--- src/rtl/ps2_keyboard_decoder.sv ---
// PS/2 keyboard front end: synchronizes the PS/2 lines, deframes scan codes, tracks
// make/break/extended prefixes and Shift/Caps state, and drives ASCII of the held key.
// Optional: define PS2_PARITY_CHECK_EN to reject frames with bad odd parity.
module ps2_keyboard_decoder #(
    parameter int TIMEOUT_CYCLES = 50000
) (
    input  logic       clk,
    input  logic       clrn,
    input  logic       ps2_clk,
    input  logic       ps2_data,
    output logic [7:0] ascii_code,
    output logic [7:0] scan_code,
    output logic       code_valid,
    output logic       shift_on,
    output logic       caps_on,
    output logic       frame_err
);
    localparam int TW = $clog2(TIMEOUT_CYCLES + 1);

    typedef enum logic [1:0] {S_NORM, S_BRK, S_EXT, S_EXT_BRK} state_t;

    logic [2:0]    r_clk_sync;
    logic [1:0]    r_dat_sync;   // data is taken from stage 2, a third stage would never be read
    logic [3:0]    r_bit_cnt;
    logic [9:0]    r_frame;
    logic [TW-1:0] r_to_cnt;
    logic [7:0]    r_scan;
    logic          r_cv;
    logic          r_ferr;
    state_t        r_state, w_next;
    logic          w_make, w_brk;
    logic          r_shl, r_shr, r_caps, r_caps_held;
    logic [7:0]    r_held, r_ascii;
    logic          w_fall, w_din, w_par_ok, w_good;
    logic [8:0]    w_map;

    assign w_fall = ~r_clk_sync[1] & r_clk_sync[2];
    assign w_din  = r_dat_sync[1];

`ifdef PS2_PARITY_CHECK_EN
    assign w_par_ok = ^r_frame[9:1];
`else
    assign w_par_ok = 1'b1;
`endif
    // r_frame[0] is the start bit once ten bits have been shifted in
    assign w_good = ~r_frame[0] & w_din & w_par_ok;

    always_ff @(posedge clk or negedge clrn) begin
        if (!clrn) begin
            r_clk_sync <= '0;
            r_dat_sync <= '0;
        end else begin
            r_clk_sync <= {r_clk_sync[1:0], ps2_clk};
            r_dat_sync <= {r_dat_sync[0], ps2_data};
        end
    end

    always_ff @(posedge clk or negedge clrn) begin
        if (!clrn) begin
            r_bit_cnt <= '0;
            r_frame   <= '0;
            r_to_cnt  <= '0;
            r_scan    <= '0;
            r_cv      <= 1'b0;
            r_ferr    <= 1'b0;
        end else begin
            r_cv <= 1'b0;
            if (w_fall) begin
                r_to_cnt <= '0;
                if (r_bit_cnt == 4'd10) begin
                    r_bit_cnt <= '0;
                    if (w_good) begin
                        r_scan <= r_frame[8:1];
                        r_cv   <= 1'b1;
                    end else begin
                        r_ferr <= 1'b1;
                    end
                end else begin
                    r_bit_cnt <= r_bit_cnt + 4'd1;
                    r_frame   <= {w_din, r_frame[9:1]};
                end
            end else if (r_bit_cnt != 4'd0) begin
                if (r_to_cnt == TW'(TIMEOUT_CYCLES)) begin
                    r_bit_cnt <= '0;
                    r_to_cnt  <= '0;
                end else begin
                    r_to_cnt <= r_to_cnt + TW'(1);
                end
            end
        end
    end

    always_ff @(posedge clk or negedge clrn) begin
        if (!clrn) r_state <= S_NORM;
        else       r_state <= w_next;
    end

    always_comb begin
        w_next = r_state;
        w_make = 1'b0;
        w_brk  = 1'b0;
        if (r_cv) begin
            case (r_state)
                S_NORM: begin
                    if (r_scan == 8'hF0)      w_next = S_BRK;
                    else if (r_scan == 8'hE0) w_next = S_EXT;
                    else                      w_make = 1'b1;
                end
                S_BRK: begin
                    w_brk  = 1'b1;
                    w_next = S_NORM;
                end
                S_EXT:     w_next = (r_scan == 8'hF0) ? S_EXT_BRK : S_NORM;
                S_EXT_BRK: w_next = S_NORM;
                default:   w_next = S_NORM;
            endcase
        end
    end

    // Returns {mapped, ascii}; letters become uppercase when 'upper' is set
    function automatic logic [8:0] f_map(input logic [7:0] c, input logic upper);
        logic [7:0] a;
        logic       hit;
        a   = 8'h00;
        hit = 1'b1;
        case (c)
            8'h1C: a = 8'h61;  8'h32: a = 8'h62;  8'h21: a = 8'h63;  8'h23: a = 8'h64;
            8'h24: a = 8'h65;  8'h2B: a = 8'h66;  8'h34: a = 8'h67;  8'h33: a = 8'h68;
            8'h43: a = 8'h69;  8'h3B: a = 8'h6A;  8'h42: a = 8'h6B;  8'h4B: a = 8'h6C;
            8'h3A: a = 8'h6D;  8'h31: a = 8'h6E;  8'h44: a = 8'h6F;  8'h4D: a = 8'h70;
            8'h15: a = 8'h71;  8'h2D: a = 8'h72;  8'h1B: a = 8'h73;  8'h2C: a = 8'h74;
            8'h3C: a = 8'h75;  8'h2A: a = 8'h76;  8'h1D: a = 8'h77;  8'h22: a = 8'h78;
            8'h35: a = 8'h79;  8'h1A: a = 8'h7A;
            8'h45: a = 8'h30;  8'h16: a = 8'h31;  8'h1E: a = 8'h32;  8'h26: a = 8'h33;
            8'h25: a = 8'h34;  8'h2E: a = 8'h35;  8'h36: a = 8'h36;  8'h3D: a = 8'h37;
            8'h3E: a = 8'h38;  8'h46: a = 8'h39;
            8'h29: a = 8'h20;  8'h5A: a = 8'h0D;  8'h66: a = 8'h08;
            default: hit = 1'b0;
        endcase
        if (upper && a >= 8'h61 && a <= 8'h7A) a = a - 8'h20;
        return {hit, a};
    endfunction

    assign w_map = f_map(r_scan, (r_shl | r_shr) ^ r_caps);

    always_ff @(posedge clk or negedge clrn) begin
        if (!clrn) begin
            r_shl       <= 1'b0;
            r_shr       <= 1'b0;
            r_caps      <= 1'b0;
            r_caps_held <= 1'b0;
            r_held      <= '0;
            r_ascii     <= '0;
        end else if (w_make) begin
            case (r_scan)
                8'h12: r_shl <= 1'b1;
                8'h59: r_shr <= 1'b1;
                8'h58: begin
                    if (!r_caps_held) r_caps <= ~r_caps;
                    r_caps_held <= 1'b1;
                end
                default: if (w_map[8]) begin
                    r_held  <= r_scan;
                    r_ascii <= w_map[7:0];
                end
            endcase
        end else if (w_brk) begin
            case (r_scan)
                8'h12: r_shl <= 1'b0;
                8'h59: r_shr <= 1'b0;
                8'h58: r_caps_held <= 1'b0;
                default: if (r_scan == r_held && r_held != 8'h00) begin
                    r_ascii <= 8'h00;
                    r_held  <= 8'h00;
                end
            endcase
        end
    end

    assign ascii_code = r_ascii;
    assign scan_code  = r_scan;
    assign code_valid = r_cv;
    assign shift_on   = r_shl | r_shr;
    assign caps_on    = r_caps;
    assign frame_err  = r_ferr;
endmodule

--- config.mk ---
export PLATFORM = sky130hd
export DESIGN_NAME = ps2_keyboard_decoder
export DESIGN_NICKNAME = d
export VERILOG_FILES = /design/src/rtl/ps2_keyboard_decoder.sv
export SDC_FILE = /design/constraint.sdc
export NUM_CORES = 1
export LEC_CHECK = 0
export ABC_AREA = 1
export BUFFER_PORTS_ARGS = -buffer_cell sky130_fd_sc_hd__buf_2
export CORE_ASPECT_RATIO = 0.75
export CORE_MARGIN = 5
export CORE_UTILIZATION = 40
export DETAILED_ROUTE_END_ITERATION = 8
export GPL_ROUTABILITY_DRIVEN = 0
export HOLD_SLACK_MARGIN = 0.05
export MAX_ROUTING_LAYER = met4
export PLACE_DENSITY = 0.63
export SETUP_SLACK_MARGIN = 0.1
export SLEW_MARGIN = 10
export SYNTH_ARGS = -nofsm -noshare
export SYNTH_HDL_FRONTEND = slang
export SYNTH_SLANG_ARGS = --single-unit
--- constraint.sdc ---
create_clock -name clk -period 5.7 [get_ports clk]
set_input_delay 1.14 -clock clk [delete_from_list [all_inputs] [get_ports clk]]
set_output_delay 1.14 -clock clk [all_outputs]
set_load 0.02 [all_outputs]
==> results.sh <==
export IMPL_yosysUniqueCellTypes=36
export IMPL_die_height_um=95.2
export IMPL_syn2layout_area_growth_pct=14.7
export IMPL_timing_rr_end="ascii_code[6]"
export IMPL_gates_resized_cts_repair=0
export IMPL_worst_setup_hold_path_clk_slew_ns=0.06
export IMPL_synth_area_per_cell_um2=7.29
export IMPL_worst_setup_path_type="flop to flop"
export IMPL_first_global_vias=3307
export IMPL_dr_first_iter_drc_count=337
export IMPL_buffer_ports_inserted=23
export IMPL_p_seq_share_pct=38.7
export IMPL_max_freq_mhz=412
export IMPL_xor_xnor_portion_of_the_synthesized_cell_area_pct=2.49
export IMPL_power_share_switching_pct=33.4
export IMPL_timing_hold_worst_class="flop to flop"
export IMPL_global_route_total_overflow=0
export IMPL_postSynthCellCount=531
export IMPL_p_int_w=0.00106
export IMPL_rr_startpoint="scan_code[6]"
export IMPL_synth_area_um2=3870
export IMPL_cts_root_buf="clkbuf_16"
export IMPL_num_antenna_cells=0
export IMPL_first_pass_iters=6
export IMPL_combPwrFrac_pct=23.1
export IMPL_setup_total_negative_slack_ns=0
export IMPL_vdd_drop_max_uv=183
export IMPL_clock_tree_from_tritoncts="built"
export IMPL_postLayoutCoreUtil_pct=46.5
export IMPL_grt_max_degree=68
export IMPL_top_level_ports=24
export IMPL_final_layout_size_suffix_gt1_share_pct=13.3
export IMPL_detail_route_wl_per_cell_um=13.7
export IMPL_min_delay_worst_endpoint="r_clk_sync[1]"
export IMPL_worst_path_buf_inv=3
export IMPL_chipWidth_um=124
export IMPL_max_stage_delay_ns=0.43
export IMPL_reg2reg_setup_slack_ns=3.27
export IMPL_grt_setup_unrepaired="no"
export IMPL_synthesis_yosys_warnings=0
export IMPL_final_antenna_net_count=0
export IMPL_cts_hold_fix_buffers=0
export IMPL_crit_chain="inv_1, nand2_4, nor2_2, nand2_1, nand2_1, nor2_1, nand2_1, nor2_1, nand3_1, inv_1, ha_1, inv_1, o211ai_1, nand2_1"
export IMPL_pd_cells_nw_per_um2=360
export IMPL_finalNetCount=567
export IMPL_cp_start_kind="flop"
export IMPL_number_of_nets_produced_by_synthesis=541
export IMPL_max_slew_worst_pin_slew_ns=0.876
export IMPL_path_max_fanout=8
export IMPL_synth_compound_area_share_pct=9.63
export IMPL_most_common_layout_cells="nand2_1 (147), nor2_1 (75), dfrtp_1 (67), inv_1 (45), nand3_1 (37)"
export IMPL_global_route_wire_length_before_repair_um=16300
export IMPL_r2r_worst_path_cells=14
export IMPL_core_region_area_um2=9540
export IMPL_critical_path_most_common_cell="nand2_1"
export IMPL_cts_post_setup_buffers_inserted=0
export IMPL_total_number_of_placement_rows=31
export IMPL_worst_skew_pair_late_latency_ns=0.34
export IMPL_layout_worst_path_cycle_share_pct=42.6
export IMPL_timing_max_transition_violations_final=0
export IMPL_synth_top_family_by_area="simple AND/OR/NAND/NOR gates"
export IMPL_timing_max_cap_violations=0
export IMPL_cp_end_kind="flop"
export IMPL_layout_min_cycle_time_ns=2.43
export IMPL_cts_sink_count=67
export IMPL_most_common_cell_after_layout_fill_and_taps_aside="nand2_1"
export IMPL_wirelength_um=9510
export IMPL_yosys_area_share_adder_pct=1.94
export IMPL_outcome="finished clean"
export IMPL_htree_levels=3
export IMPL_synth_seq_cells=67
export IMPL_min_delay_path_depth=0
export IMPL_die_area_um2=11800
export IMPL_critPathArrivalTime_ns=2.65
export IMPL_final_report_hold_violation_count=0
export IMPL_worst_slew_margin_rel_pct=41.6
export IMPL_vias_per_cell=5.23
export IMPL_floorplan_initialDensity_pct=40.6
export IMPL_max_clock_buf_depth=2
export IMPL_finalSetupViolCount=0
export IMPL_global_route_usage_total_pct=18.0
export IMPL_fin_skew_ns=0.00890
export IMPL_cts_buffers_inserted=9
export IMPL_clock_group_share_of_total_power_pct=38.1
export IMPL_drc_errors=0
export IMPL_yosys_mux_area_fraction_pct=0.291
export IMPL_hp_start="r_clk_sync[0]"
export IMPL_p_switching_w=0.000533
export IMPL_dominant_delay_contributor_by_cell_family_on_the_critical_path="simple AND/OR/NAND/NOR gates"
export IMPL_timing_critical_path_slowest_stage_cell="dfrtp_1"
export IMPL_antenna_violations_before_repair=0
export IMPL_post_synth_and_or_nand_nor_area_fraction_pct=36.1
export IMPL_worstPathRequired_ns=5.92
export IMPL_ys_seq_area_share_pct=43.3
export IMPL_dp_hpwl_um=7040
export IMPL_via_count=3629
export IMPL_p_leak_nw=2.24
export IMPL_total_power_w=0.00160
-- metrics by stage --
stage,cell area (µm²),hold slack (ns),std cells,worst slack [ns]
2_1_floorplan,3870,0.331,531,3.58
3_3_place_gp,4110,0.334,678,3.35
3_5_place_dp,4110,0.335,678,3.32
4_1_cts,4440,0.347,694,3.31
5_1_grt,4440,0.351,694,3.07
6_report,4440,0.345,694,3.27
-- sequential cells by signal, summed over array words and instances, names as in the netlist, 3 cells and up --
signal,count
r_held,8
r_bit_cnt,4
scan_code,8
r_frame,10
r_clk_sync,3
ascii_code,8
r_to_cnt,16
-- cell usage after synthesis (all sizes together) --
cell type / n / share of area, %
a21oi: 21 / 2.9
or2: 3 / 0.48
nor3: 19 / 2.6
clkinv: 1 / 0.13
nand3b: 1 / 0.19
inv: 51 / 4.9
nand2: 155 / 16
o211ai: 1 / 0.19
xor2: 5 / 1.1
nor2: 87 / 9.6
a21boi: 1 / 0.19
nand4: 11 / 1.8
buf: 3 / 0.61
nand3: 37 / 4.8
ha: 6 / 1.9
nor4: 2 / 0.32
dfrtp: 67 / 43
o21ai: 39 / 5.1
nor3b: 2 / 0.39
xnor2: 6 / 1.4
o31ai: 4 / 0.78
mux2: 1 / 0.29
o21bai: 1 / 0.19
clkbuf: 6 / 0.58
o32ai: 1 / 0.23
-- metal layers --
layer  wire [µm]  up-vias  track usage (%)
li1            -     1768                -
met3         754       21             4.80
met1        4630     1687             25.8
met2        3940      153             25.0
met5           0        -                -
met4         184        0             5.16
-- power by group through the flow --
| stage | clock network [W] | logic [W] | registers (W) |
|---|---|---|---|
| 2_1_floorplan | 0 | 0.000263 | 0.000622 |
| 3_3_place_gp | 0 | 0.000362 | 0.000621 |
| 3_5_place_dp | 0 | 0.000367 | 0.000625 |
| 4_1_cts | 0.000620 | 0.000368 | 0.000618 |
| 5_1_grt | 0.000644 | 0.000415 | 0.000632 |
| 6_report | 0.000609 | 0.000369 | 0.000619 |
-- layout make-up --
cell class | count | area (µm²)
clock buffers | 11 | 253
clock inverters | 5 | 75.1
fillers | 979 | 5100
inverters | 52 | 196
multi-input cells | 403 | 1950
flip-flops and latches | 67 | 1680
well taps | 132 | 165
repair buffers | 24 | 123
-- cells by family after synthesis --
kind of cell	after synthesis
and+or+nand+nor	317
AOI/OAI and AO/OA	68
DFF	67
buffers and inverters	61
xor gates and xnor gates	11
adders and majority gates	6
muxes	1
-- how the worst max path moves through the flow --
| stage | startpoint | end | slack [ns] | depth (start not counted) |
|---|---|---|---|---|
| final | scan_code[6] | ascii_code[6] | 3.27 | 14 |
| after global routing | scan_code[6] | ascii_code[6] | 3.07 | 14 |
| after CTS | scan_code[6] | ascii_code[6] | 3.31 | 14 |
| after detailed placement | scan_code[6] | ascii_code[6] | 3.32 | 14 |
| after global placement | scan_code[1] | ascii_code[6] | 3.35 | 14 |
| after floorplan | scan_code[1] | ascii_code[6] | 3.58 | 15 |
-- worst register-to-register path: stages, from the launching register on --
cell	delay, ns
dfrtp_1	0.43
inv_1	0.24
nand2_4	0.12
nor2_2	0.29
nand2_1	0.14
nand2_1	0.12
nor2_1	0.08
nand2_1	0.08
nor2_1	0.07
nand3_1	0.13
inv_1	0.06
ha_1	0.27
inv_1	0.03
o211ai_1	0.18
nand2_1	0.08
Power figures use the tool's default switching activity.
